--- src/rtl/rr_mux_arbiter.sv ---
// Two-requester round-robin arbiter driving a WIDTH-bit 2:1 packet mux toward one valid/ready sink.
// Optional beat-limit rotation is compiled in with `define RR_TIMEOUT_EN (limit = MAX_HOLD beats).
module rr_mux_arbiter #(
    parameter int WIDTH    = 8,
    parameter int MAX_HOLD = 16
) (
    input  logic             clk,
    input  logic             rst_n,
    input  logic             req_a,
    input  logic [WIDTH-1:0] a,
    input  logic             last_a,
    input  logic             req_b,
    input  logic [WIDTH-1:0] b,
    input  logic             last_b,
    input  logic             z_ready,
    output logic             gnt_a,
    output logic             gnt_b,
    output logic             sel,
    output logic [WIDTH-1:0] z,
    output logic             z_valid
);

    typedef enum logic [1:0] {
        IDLE  = 2'd0,
        GNT_A = 2'd1,
        GNT_B = 2'd2
    } state_t;

    if (MAX_HOLD < 1) begin : g_bad_max_hold
        $error("rr_mux_arbiter: MAX_HOLD must be >= 1");
    end

    state_t state_q, state_d;
    logic   sel_q, sel_d;
    logic   prio_q, prio_d;

    logic granted, owner_b;
    logic req_x, last_x, req_o;
    logic xfer, timeout, release_g;

    // Requester-relative view of the current owner ("x") and the other side.
    assign granted   = (state_q != IDLE);
    assign owner_b   = (state_q == GNT_B);
    assign req_x     = owner_b ? req_b  : req_a;
    assign last_x    = owner_b ? last_b : last_a;
    assign req_o     = owner_b ? req_a  : req_b;
    assign xfer      = granted & req_x & z_ready;
    assign release_g = granted & ((xfer & (last_x | timeout)) | (~req_x & z_ready));

`ifdef RR_TIMEOUT_EN
    localparam int            CW       = $clog2(MAX_HOLD + 1);
    localparam logic [CW-1:0] CNT_MAX  = CW'(MAX_HOLD);
    localparam logic [CW-1:0] CNT_LAST = CW'(MAX_HOLD - 1);

    logic [CW-1:0] cnt_q, cnt_d;

    // Rotation fires on the beat that brings the count to MAX_HOLD, only if the other side waits.
    assign timeout = xfer & req_o & (cnt_q >= CNT_LAST);

    always_comb begin
        cnt_d = cnt_q;
        if (release_g) begin
            cnt_d = '0;
        end else if (xfer && (cnt_q != CNT_MAX)) begin
            cnt_d = cnt_q + 1'b1;
        end
    end

    always_ff @(posedge clk or negedge rst_n) begin
        if (!rst_n) begin
            cnt_q <= '0;
        end else begin
            cnt_q <= cnt_d;
        end
    end
`else
    assign timeout = 1'b0;
`endif

    always_comb begin
        state_d = state_q;
        sel_d   = sel_q;
        prio_d  = prio_q;
        case (state_q)
            IDLE: begin
                if (req_a && (!req_b || !prio_q)) begin
                    state_d = GNT_A;
                    sel_d   = 1'b0;
                end else if (req_b) begin
                    state_d = GNT_B;
                    sel_d   = 1'b1;
                end
            end
            GNT_A, GNT_B: begin
                if (release_g) begin
                    // The side just released loses priority; a waiting peer takes over with no bubble.
                    prio_d = ~owner_b;
                    if (req_o) begin
                        state_d = owner_b ? GNT_A : GNT_B;
                        sel_d   = ~owner_b;
                    end else if (!req_x) begin
                        state_d = IDLE;
                    end
                end
            end
            default: begin
                state_d = IDLE;
            end
        endcase
    end

    always_ff @(posedge clk or negedge rst_n) begin
        if (!rst_n) begin
            state_q <= IDLE;
            sel_q   <= 1'b0;
            prio_q  <= 1'b0;
        end else begin
            state_q <= state_d;
            sel_q   <= sel_d;
            prio_q  <= prio_d;
        end
    end

    assign gnt_a   = (state_q == GNT_A);
    assign gnt_b   = (state_q == GNT_B);
    assign sel     = sel_q;
    assign z       = sel_q ? b : a;
    assign z_valid = (gnt_a & req_a) | (gnt_b & req_b);

endmodule

--- config.mk ---
export PLATFORM = sky130hd
export DESIGN_NAME = rr_mux_arbiter
export DESIGN_NICKNAME = d
export VERILOG_FILES = /design/src/rtl/rr_mux_arbiter.sv
export SDC_FILE = /design/constraint.sdc
export NUM_CORES = 1
export LEC_CHECK = 0
export ABC_CLOCK_PERIOD_IN_PS = 3700
export BUFFER_PORTS_ARGS = -buffer_cell sky130_fd_sc_hd__buf_2
export CAP_MARGIN = 0
export CORE_MARGIN = 3
export CORE_UTILIZATION = 35
export DETAILED_ROUTE_END_ITERATION = 10
export PLACE_DENSITY = 0.7
export SYNTH_ARGS = -nofsm -noshare
export SYNTH_HDL_FRONTEND = slang
export SYNTH_SLANG_ARGS = --single-unit
--- constraint.sdc ---
create_clock -name clk -period 3.7 [get_ports clk]
set_clock_uncertainty 0.1 [all_clocks]
set_input_delay 0.185 -clock clk [delete_from_list [all_inputs] [get_ports clk]]
set_output_delay 0.185 -clock clk [all_outputs]
set_load 0.01 [all_outputs]
---- After elaboration in Yosys (flattened, before gate mapping) ----
Cells that the tools add are included.
storage, ports and cells
  flip-flop bits (word level) ............. 4
  word-level logic and storage cells ...... 47
cells by class
  eq/ne operators ......................... 6
  mux-type cells .......................... 16
  bitwise logic cells ..................... 11
  reduce and logical (&&, ||, !) cells .... 11
operator list
  cell                                                              number
  2-bit 2-to-1 mux                                                  6
  8-bit 2-to-1 mux                                                  1
  1-bit AND                                                         7
  1-bit 2-to-1 mux                                                  7
  3-bit != test (second input constant)                             2
  2-bit != test (second input constant)                             2
  2-bit one-hot mux with 2 select lines                             1
  4-bit AND reduction                                               1
  2-bit nonzero test                                                2
  3-bit AND reduction                                               1
  2-bit by 1-bit == test with 1-bit output (second input constant)  1
  2-bit == test (second input constant)                             1
  1-bit zero test                                                   2
  2-bit zero test                                                   1
  1-bit NOT                                                         2
  1-bit OR                                                          2
  1-bit one-hot mux with 2 select lines                             1
  2-bit AND reduction                                               1
  2-bit OR reduction                                                1
  1-bit logical AND                                                 1
  1-bit logical OR                                                  1

---- Longest topological paths before layout ----
Gate-level depths: netlist (run 1).
  depth after elaboration ................. 9
  gate-level depth with buffers ........... 6
  depth with buffers taken out ............ 6

---- Least setup slack after synthesis (run 1) ----
No wires, ideal clock.
  kind .................................... register to register
  start ................................... register state_q[0]
  end ..................................... register sel_q (netlist: sel)
  library setup time ...................... 125 ps
  arrival ................................. 1639 ps
  setup slack ............................. 1836 ps
  stages on the path, launching flop included .. 6
  period minus slack after synthesis ...... 1864 ps
  cell sequence ........................... dfrtp_1 inv_1 ha_1 or2b_2 a211oi_2 mux2_4
on the way
  word-level cells in the longest chain between the ends .. 9
  elaborated cells between the ends (all ways) .. 24
  those cells by class .................... 5 x eq/ne; 6 x mux; 8 x bitwise; 5 x reduce/logical
RTL lines
  item                                  line    text
  start, declared                       33      state_t state_q, state_d;
  start signal, assigned                118     state_q <= state_d;
  2-bit == test                         43, 84
  1-bit 2-to-1 mux                      44      assign req_x = owner_b ? req_b : req_a;
  1-bit AND (2 in a row)                47      assign xfer = granted & req_x & z_ready;
  1-bit AND                             48      assign release_g = granted & ((xfer & (last_x | timeout)) | (~req_x & z_ready));
  1-bit OR                              48
  1-bit AND                             48
  2-bit != test (no source line)        --
  4-bit AND reduction (no source line)  --
  end signal, assigned                  119     sel_q <= sel_d;
  end, declared                         34      logic sel_q, sel_d;
Several ways; a longest one is shown, not always the timed one. The select of a mux whose other input is x is not followed.
A chain may end at the register's enable or synchronous reset.

---- Worst setup path after layout (run 1) ----
Same ends and word-level chain as after synthesis.

==> results.json, run 1 <==
{
  "status": "finished, final reports clean",
  "vdd_ir_drop_max_mv": 0.417,
  "finalCritPeriodShare_pct": 52.5,
  "grt_pass1_vias": 482,
  "synthArstFlopShare_pct": 100,
  "yosysSeqAreaShare_pct": 20.2,
  "fmax_ghz": 0.515,
  "dieWidth_um": 43.6,
  "postSynthCellCount": 52,
  "tritoncts": "built",
  "r2r_slack_ps": 1760,
  "synth.distinct_cells": 27,
  "critical_path_depth": 5,
  "netlist_area_sq_um": 495,
  "yosys-top-cells-area": "dfrtp_1, mux2_2, ha_1, nand2_1, mux2i_1",
  "grt_pass1_wl_mm": 2.10,
  "hold_viol_final": 0,
  "setup.worst_path.start_class": "flop",
  "critPathLaunch": "state_q[0]",
  "period_minus_slack_ps": 1940,
  "worstMarginPinSlew_ps": 362,
  "final_nets": 118,
  "seq_area_sq_um": 100,
  "cp_top_family": "adder cells",
  "clock_path_buffers": 2,
  "diodes": 0,
  "cts.sinks": 4,
  "grtUsageTotal_pct": 14.8,
  "drive_gt1_share_pct": 60.7,
  "wl_mm": 1.28,
  "cp_max_fo": 7,
  "p_per_area_mw_per_mm2": 732,
  "synth_area_leader_cell": "dfrtp_1",
  "post-dp-hpwl_mm": 1.08,
  "syn_avg_cell_area_sq_um": 9.53,
  "synth.most_common_cell": "mux2_2",
  "start_util_pct": 40.7,
  "cts_buffers": 3,
  "multiInputGateArea_sq_um": 377,
  "fp-row-count": 12,
  "post_cts_buffers": 0,
  "grt_max_degree": 11,
  "final_cells": 103,
  "cts_max_level": 1,
  "critPathBufInv": 1,
  "wl_per_cell_um": 12.4,
  "finalPower_mw": 0.516,
  "rsz0062_at_grt": "no",
  "drt_pre_antenna_iters": 4,
  "syn-num-nets": 79,
  "grt.overflow.total": 0,
  "maxSlewHeadroom_pct": 75.9,
  "fin_setup_tns_ps": 0,
  "crit_path_top_delay_cell": "ha_1",
  "insertion_delay_ps": 250,
  "drc": 0,
  "routabilityCongestion": 0.784,
  "netlist.area_leader.share_pct": 20.2,
  "cts_root_buf": "clkbuf_4",
  "path_cells": "inv_1 > ha_1 > or2b_2 > a211oi_2 > mux2_4",
  "synth_common_cells": "mux2_2, nand2_1, dfrtp_1, ha_1",
  "slowest_delay_ps": 390,
  "crit_type": "flop to flop",
  "core-area_sq_mm": 0.00122,
  "dr.first_iter.drc_count": 5,
  "port_buffers": 34,
  "finalSetupViolCount": 0,
  "placedCellCount": 99,
  "num_vias": 493,
  "r2r-end": "sel",
  "synth-seq-cells": 4,
  "worst_setup_path_end_kind": "flop",
  "die_y_um": 43.6,
  "io_pins": 35,
  "synth_edf_count": 0,
  "rr_startpoint": "state_q[0]",
  "required_ps": 3740,
  "antenna_found_initial": 0,
  "drtAntennaViolNets": 0,
  "die_area_sq_mm": 0.00190,
  "ys.flop_type": "dfrtp_1",
  "maxCapViolCount": 0,
  "min_path_type": "input pin to asynchronous set/reset pin",
  "arrival_ps": 1980,
  "yosys_warnings": 0,
  "worstRegToRegCells": 5,
  "fillers": 123,
  "clk_pin_slew_ps": 50,
  "area_growth_pct": 42.2,
  "final_util_pct": 57.9,
  "worstSetupEndpoint": "sel",
  "maxSlewViolCount": 0,
  "p_leak_nw": 0.363,
  "avgViaCountPerCell": 4.79
}
## state kept, by name (all words and copies together) (netlist names)
register / cells
state_q: 2
sel: 1
prio_q: 1
## power by group
group	internal [mW]	leakage (nW)	switching (mW)	total, mW
Combinational	0.186	0.301	0.175	0.361
Sequential	0.0660	0.0483	0.0280	0.0940
Clock	0.0367	0.0138	0.0238	0.0604
## layout by cell type (no fill, tap or decap), types with 2 or more instances in the layout
cell and count:
clkbuf_4 3, nand2_1 7, mux2_2 8, a21oi_1 3
buf_2 34, inv_1 2, nand2b_1 3, dfrtp_1 4
ha_1 4, mux2i_1 2
## metrics by stage
step                setup WS (ps)  area, sq um  hold slack, ps
CTS                          1760          704             159
global placement             1780          672            -101
finish                       1760          704             160
detailed placement           1760          672            -100
floorplan                    1840          495            -211
global route                 1650          704             180
## cells by family after synthesis
group                    count (synthesis)  share of synthesized area, %
buffers and inverters                    3                          3.79
adder cells (fa/ha/maj)                  4                          10.1
AO/OA/AOI/OAI                           11                          17.4
multiplexers                            11                          25.3
AND/OR/NAND/NOR                         19                          23.2
flip-flops                               4                          20.2
## worst min-delay path by stage
| stage | endpoint | depth (start not counted) |
|---|---|---|
| floorplan | prio_q | 0 |
| global placement | prio_q | 1 |
| detailed placement | prio_q | 1 |
| CTS | prio_q | 2 |
| global route | prio_q | 2 |
| finish | prio_q | 2 |
## repair_timing
item | in CTS | in global routing
hold endpoints to repair | 4 | 0
hold buffers | 1 | 0
setup endpoints to repair | 0 | 0
resized for setup | 0 | 0
## per-layer routing
metal	GRT usage, %	vias to the layer above	wire length [um]
li1	-	261	-
met3	3.73	6	56
met1	17.6	217	541
met5	0	-	0
met2	23.5	9	650
met4	9.04	0	27
## cell type report
type | instances | share of cell area, %
Multi-Input combinational cell | 45 | 53.5
Timing Repair Buffer | 35 | 25.6
Sequential cell | 4 | 14.2
Clock buffer | 3 | 3.20
Tap cell | 14 | 2.49
Inverter | 2 | 1.07
Power figures use the tool's default switching activity.
==> run 2: changes to the inputs <==
- ABC_AREA: default -> 1
- ABC_CLOCK_PERIOD_IN_PS: 3700 -> 1970
- PLACE_DENSITY: 0.7 -> 0.71
- clock period: 3.7 -> 1.97 ns (I/O delays scaled with it)
==> results.json, run 2 <==
{
  "diodes": 0,
  "place_ws_ps": 306,
  "p_leak_nw": 0.413,
  "cp_common_cell": "nand2_1",
  "seq_area_sq_um": 100,
  "period_minus_slack_ps": 1670,
  "finalSetupViolCount": 0,
  "drt_pre_antenna_iters": 4,
  "arrival_ps": 1700,
  "synthArstFlopShare_pct": 100,
  "clk_pin_slew_ps": 40,
  "drive_gt1_share_pct": 46.7,
  "r2r_slack_ps": 300,
  "cts.sinks": 4,
  "finalPower_mw": 0.977,
  "min_path_type": "input pin to asynchronous set/reset pin",
  "cp_max_fo": 8,
  "area_growth_pct": 44.6,
  "die_area_sq_mm": 0.00184,
  "fillers": 131,
  "routabilityCongestion": 0.858,
  "synth_edf_count": 0,
  "critPathBufInv": 2,
  "dr.first_iter.drc_count": 16,
  "hold_viol_final": 0,
  "final_common_cell": "buf_2",
  "die_y_um": 42.9,
  "design_area_sq_um": 689,
  "yosys_warnings": 0,
  "required_ps": 2000,
  "netlist_area_sq_um": 477,
  "intPower_mw": 0.494,
  "crit_path_top_delay_cell": "dfrtp_1",
  "setup.worst_path.start_class": "flop",
  "grt_pass1_vias": 539,
  "antenna_found_initial": 0,
  "synth_area_leader_cell": "dfrtp_1",
  "p_sw_mw": 0.483,
  "wl_mm": 1.38,
  "port_buffers": 34,
  "final_cell_mix": "buf_2, nand2_1, mux2_2, inv_1, nor2_1",
  "top_register": "state_q",
  "fp-row-count": 12,
  "start_util_pct": 40.2,
  "worstMarginPinSlew_ps": 351,
  "cts_buffers": 3,
  "synth-seq-cells": 4,
  "post-dp-hpwl_mm": 1.11,
  "ctsResizeCount": 0,
  "worst_setup_path_end_kind": "flop",
  "netlist.area_leader.share_pct": 21.0,
  "synth.distinct_cells": 17,
  "finalCritPeriodShare_pct": 85.0,
  "clock_path_buffers": 2,
  "swShare_pct": 49.4,
  "core-area_sq_mm": 0.00119,
  "cp_top_family": "simple AND/OR/NAND/NOR gates",
  "vdd_ir_drop_max_mv": 0.648,
  "fin_setup_tns_ps": 0,
  "grt.overflow.total": 0,
  "maxSlewViolCount": 0,
  "avgViaCountPerCell": 4.87,
  "p_per_area_mw_per_mm2": 1420,
  "final_nets": 134,
  "power_frac_comb_pct": 70.0,
  "maxSlewHeadroom_pct": 76.6,
  "grt_max_degree": 11,
  "status": "finished, final reports clean",
  "postSynthCellCount": 68,
  "seq_power_share_pct": 18.7,
  "crit_type": "flop to flop",
  "maxCapViolCount": 0,
  "yosys-top-cells-area": "dfrtp_1, mux2_2, nand2_1, ha_1, inv_1",
  "yosysSeqAreaShare_pct": 21.0,
  "dpl_cell_area_sq_um": 657,
  "io_pins": 35,
  "syn-num-nets": 95,
  "num_vias": 580,
  "cts_root_buf": "clkbuf_4",
  "multiInputGateArea_sq_um": 335,
  "drc": 0,
  "fmax_ghz": 0.597,
  "ys.flop_type": "dfrtp_1",
  "insertion_delay_ps": 240,
  "synth_common_cells": "nand2_1, inv_1, mux2_2, nor2_1",
  "path_cells": "inv_1 > ha_1 > inv_2 > nand2_1 > nand2_1 > nand2_1 > nand2_2 > nand2_4 > nand3_2 > nand2_1 > nand2_1",
  "dieWidth_um": 42.9,
  "synth.most_common_cell": "nand2_1",
  "clock_power_share_pct": 11.3,
  "slowest_delay_ps": 400,
  "grt_pass1_wl_mm": 2.20,
  "syn_avg_cell_area_sq_um": 7.01,
  "final.setup.worst_slack_ps": 296,
  "rsz0062_at_grt": "no",
  "drtAntennaViolNets": 0,
  "tritoncts": "built",
  "grtUsageTotal_pct": 16.2,
  "cts_max_level": 1,
  "largest_reg_flops": 2,
  "wl_per_cell_um": 11.6
}
-- run 2: cell count changes after synthesis, moves of 2 or more --
| cell | change |
|---|---|
| nand2_1 | +15 |
| inv_1 | +6 |
| nor2_1 | +5 |
| nand3_1 | +4 |
| nand2b_1 | -3 |
| nand4_1 | +3 |
| mux2i_1 | -2 |
-- run 2: final timing paths --
check / startpoint / end / depth (start not counted)
max in group asynchronous: rst_n / prio_q / 2
min in group clk: z_ready / prio_q / 5
worst max register to register: state_q[0] / state_q[1] / 11
worst min-delay path: rst_n / state_q[0] / 2
worst min register to register: prio_q / prio_q / 2
worst max-delay path: state_q[0] / state_q[1] / 11
-- run 2: cells by family after synthesis --
kind of cell | synth area share (%)
AOI/OAI and AO/OA | 5.77
adders and majority gates | 10.5
buffers and inverters | 8.66
DFF | 21.0
muxes | 18.9
and+or+nand+nor | 35.2
-- run 2: repair_timing --
item                                   in CTS  in global routing
buffers inserted                            0                  0
endpoints found under the hold margin       4                  0
hold buffers                                1                  0
-- run 2: routing by layer --
layer	up-vias	share of wire [%]	GRT usage [%]	wire length, um
li1	294	-	-	-
met1	265	40	16.9	545
met2	19	55	27.5	759
met3	2	4.9	6.36	67
met4	0	0.36	8.07	5
met5	-	0	0	0
-- run 2: per-stage QoR --
step                      hold slack, ps  util (%)  std cells
after floorplan                     -297         -         68
after global placement              -191      55.4        115
after detailed placement            -191      55.4        115
after CTS                           76.4      58.1        119
after global routing                94.4      58.1        119
final                               84.5      58.1        119
-- run 2: final cells by class --
type | instances | share of cell area (%)
Inverter | 9 | 4.90
Tap cell | 14 | 2.54
Clock buffer | 3 | 3.27
Timing Repair Buffer | 35 | 26.1
Sequential cell | 4 | 14.5
Multi-Input combinational cell | 54 | 48.6
-- run 2: power groups by stage --
stage | Sequential [mW] | Clock, mW | Combinational (mW)
finish | 0.183 | 0.110 | 0.684
global placement | 0.182 | 0 | 0.670
CTS | 0.184 | 0.115 | 0.683
detailed placement | 0.185 | 0 | 0.679
global route | 0.191 | 0.120 | 0.774
floorplan | 0.155 | 0 | 0.536
==> run 3: changes to the inputs <==
- ABC_CLOCK_PERIOD_IN_PS: 1970 -> 1600
- clock period: 1.97 -> 1.6 ns (I/O delays scaled with it)
==> results.json, run 3 (synthesized netlist as in run 2, its figures left out) <==
{
  "finalCritPeriodShare_pct": 96.3,
  "clk_pin_slew_ps": 40,
  "p_sw_mw": 0.657,
  "period_minus_slack_ps": 1540,
  "drc": 0,
  "cts_max_level": 1,
  "status": "finished, final reports clean",
  "core-area_sq_mm": 0.00119,
  "dpl_cell_area_sq_um": 672,
  "fp-row-count": 12,
  "critPathLaunch": "state_q[0]",
  "worstMarginPinSlew_ps": 361,
  "required_ps": 1420,
  "tritoncts": "built",
  "cts.sinks": 4,
  "setup.worst_path.start_class": "flop",
  "diodes": 0,
  "cp_top_family": "buffers and inverters",
  "cts_root_buf": "clkbuf_4",
  "dr.first_iter.drc_count": 11,
  "post-dp-hpwl_mm": 1.13,
  "insertion_delay_ps": 250,
  "grt_max_degree": 11,
  "clock_power_share_pct": 9.9,
  "crit_type": "flop to primary output",
  "critPathBufInv": 3,
  "port_buffers": 34,
  "top_register": "state_q",
  "grt_pass1_vias": 517,
  "power_frac_comb_pct": 73.3,
  "die_area_sq_mm": 0.00184,
  "seq_power_share_pct": 16.7,
  "drive_gt1_share_pct": 56.0,
  "slowest_delay_ps": 390,
  "wl_mm": 1.40,
  "avgViaCountPerCell": 4.73,
  "io_pins": 35,
  "grt.overflow.total": 0,
  "arrival_ps": 1360,
  "multiInputGateArea_sq_um": 375,
  "min_path_type": "input pin to asynchronous set/reset pin",
  "final_nets": 138,
  "r2r_slack_ps": 90,
  "dieWidth_um": 42.9,
  "swShare_pct": 47.2,
  "maxSlewHeadroom_pct": 75.9,
  "hold_viol_final": 0,
  "finalSetupViolCount": 0,
  "drtAntennaViolNets": 0,
  "path_cells": "buf_4 > buf_4 > ha_1 > nand2_1 > nand2_1 > buf_2",
  "seq_area_sq_um": 101,
  "worstRegToRegCells": 8,
  "vdd_ir_drop_max_mv": 1.10,
  "wl_per_cell_um": 11.4,
  "start_util_pct": 40.2,
  "fmax_ghz": 0.649,
  "p_per_area_mw_per_mm2": 1830,
  "rr_startpoint": "state_q[1]",
  "cp_max_fo": 3,
  "grtUsageTotal_pct": 16.1,
  "design_area_sq_um": 761,
  "final_cell_mix": "buf_2, nand2_1, mux2_2, inv_1",
  "final_common_cell": "buf_2",
  "cts_buffers": 3,
  "p_leak_nw": 0.436,
  "intPower_mw": 0.734,
  "grt_pass1_wl_mm": 2.23,
  "area_growth_pct": 59.6,
  "maxSlewViolCount": 0,
  "maxCapViolCount": 0,
  "num_vias": 582,
  "r2r-end": "state_q[1]",
  "antenna_found_initial": 0,
  "clock_path_buffers": 2,
  "drt_pre_antenna_iters": 4,
  "holdWs_ps": 56.4,
  "fillers": 116,
  "worst_setup_path_end_kind": "primary output",
  "routabilityCongestion": 0.869,
  "die_y_um": 42.9,
  "largest_reg_flops": 2,
  "crit_path_top_delay_cell": "dfrtp_1"
}
run 3: cell types whose count changed in the layout (fill, tap and decap cells not counted), sizes merged:
| cell | change |
|---|---|
| buf | +4 |
run 3: worst max path at each step:
stage | endpoint | slack [ps] | depth (start not counted)
final | z_valid | 60 | 6
after CTS | state_q[1] | 30 | 7
after global placement | state_q[0] | 10 | 7
after detailed placement | state_q[0] | 1 | 11
after floorplan | state_q[1] | 50 | 11
after global routing | state_q[1] | -10 | 9
run 3: per-stage QoR:
step	total power [mW]	cells	TNS (ps)	worst slack [ps]	util, %
6_report	1.39	123	0	59.7	64.1
5_1_grt	1.54	123	-21.7	-11.5	64.1
4_1_cts	1.26	121	0	28.7	59.6
3_5_place_dp	1.11	117	0	1.14	56.6
3_3_place_gp	1.10	117	0	15.0	56.6
2_1_floorplan	0.850	68	0	51.4	-
run 3: what timing repair did:
action,in CTS,in global routing
pin swaps,0,4
hold buffers,1,0
hold endpoints to repair,4,0
gates resized for setup,1,9
setup buffers,0,2
setup endpoints to repair,3,4
cloned,0,0
run 3: area by class of cell:
cell class | count | area share [%]
Tap cell | 14 | 2.30
Multi-Input combinational cell | 54 | 49.3
Timing Repair Buffer | 39 | 27.6
Inverter | 9 | 4.44
Sequential cell | 4 | 13.3
Clock buffer | 3 | 2.96
run 3: power by group through the flow:
| stage | registers [mW] | clock network [mW] | logic, mW |
|---|---|---|---|
| final | 0.233 | 0.138 | 1.02 |
| after global routing | 0.247 | 0.156 | 1.14 |
| after CTS | 0.224 | 0.142 | 0.895 |
| after detailed placement | 0.225 | 0 | 0.887 |
| after global placement | 0.223 | 0 | 0.874 |
| after floorplan | 0.190 | 0 | 0.660 |
run 3: layer usage:
metal	vias to the layer above	GRT usage (%)	wire (um)
li1	303	-	-
met1	266	19.2	538
met2	11	25.7	794
met3	2	6.36	51
met4	0	5.59	17
met5	-	0	0
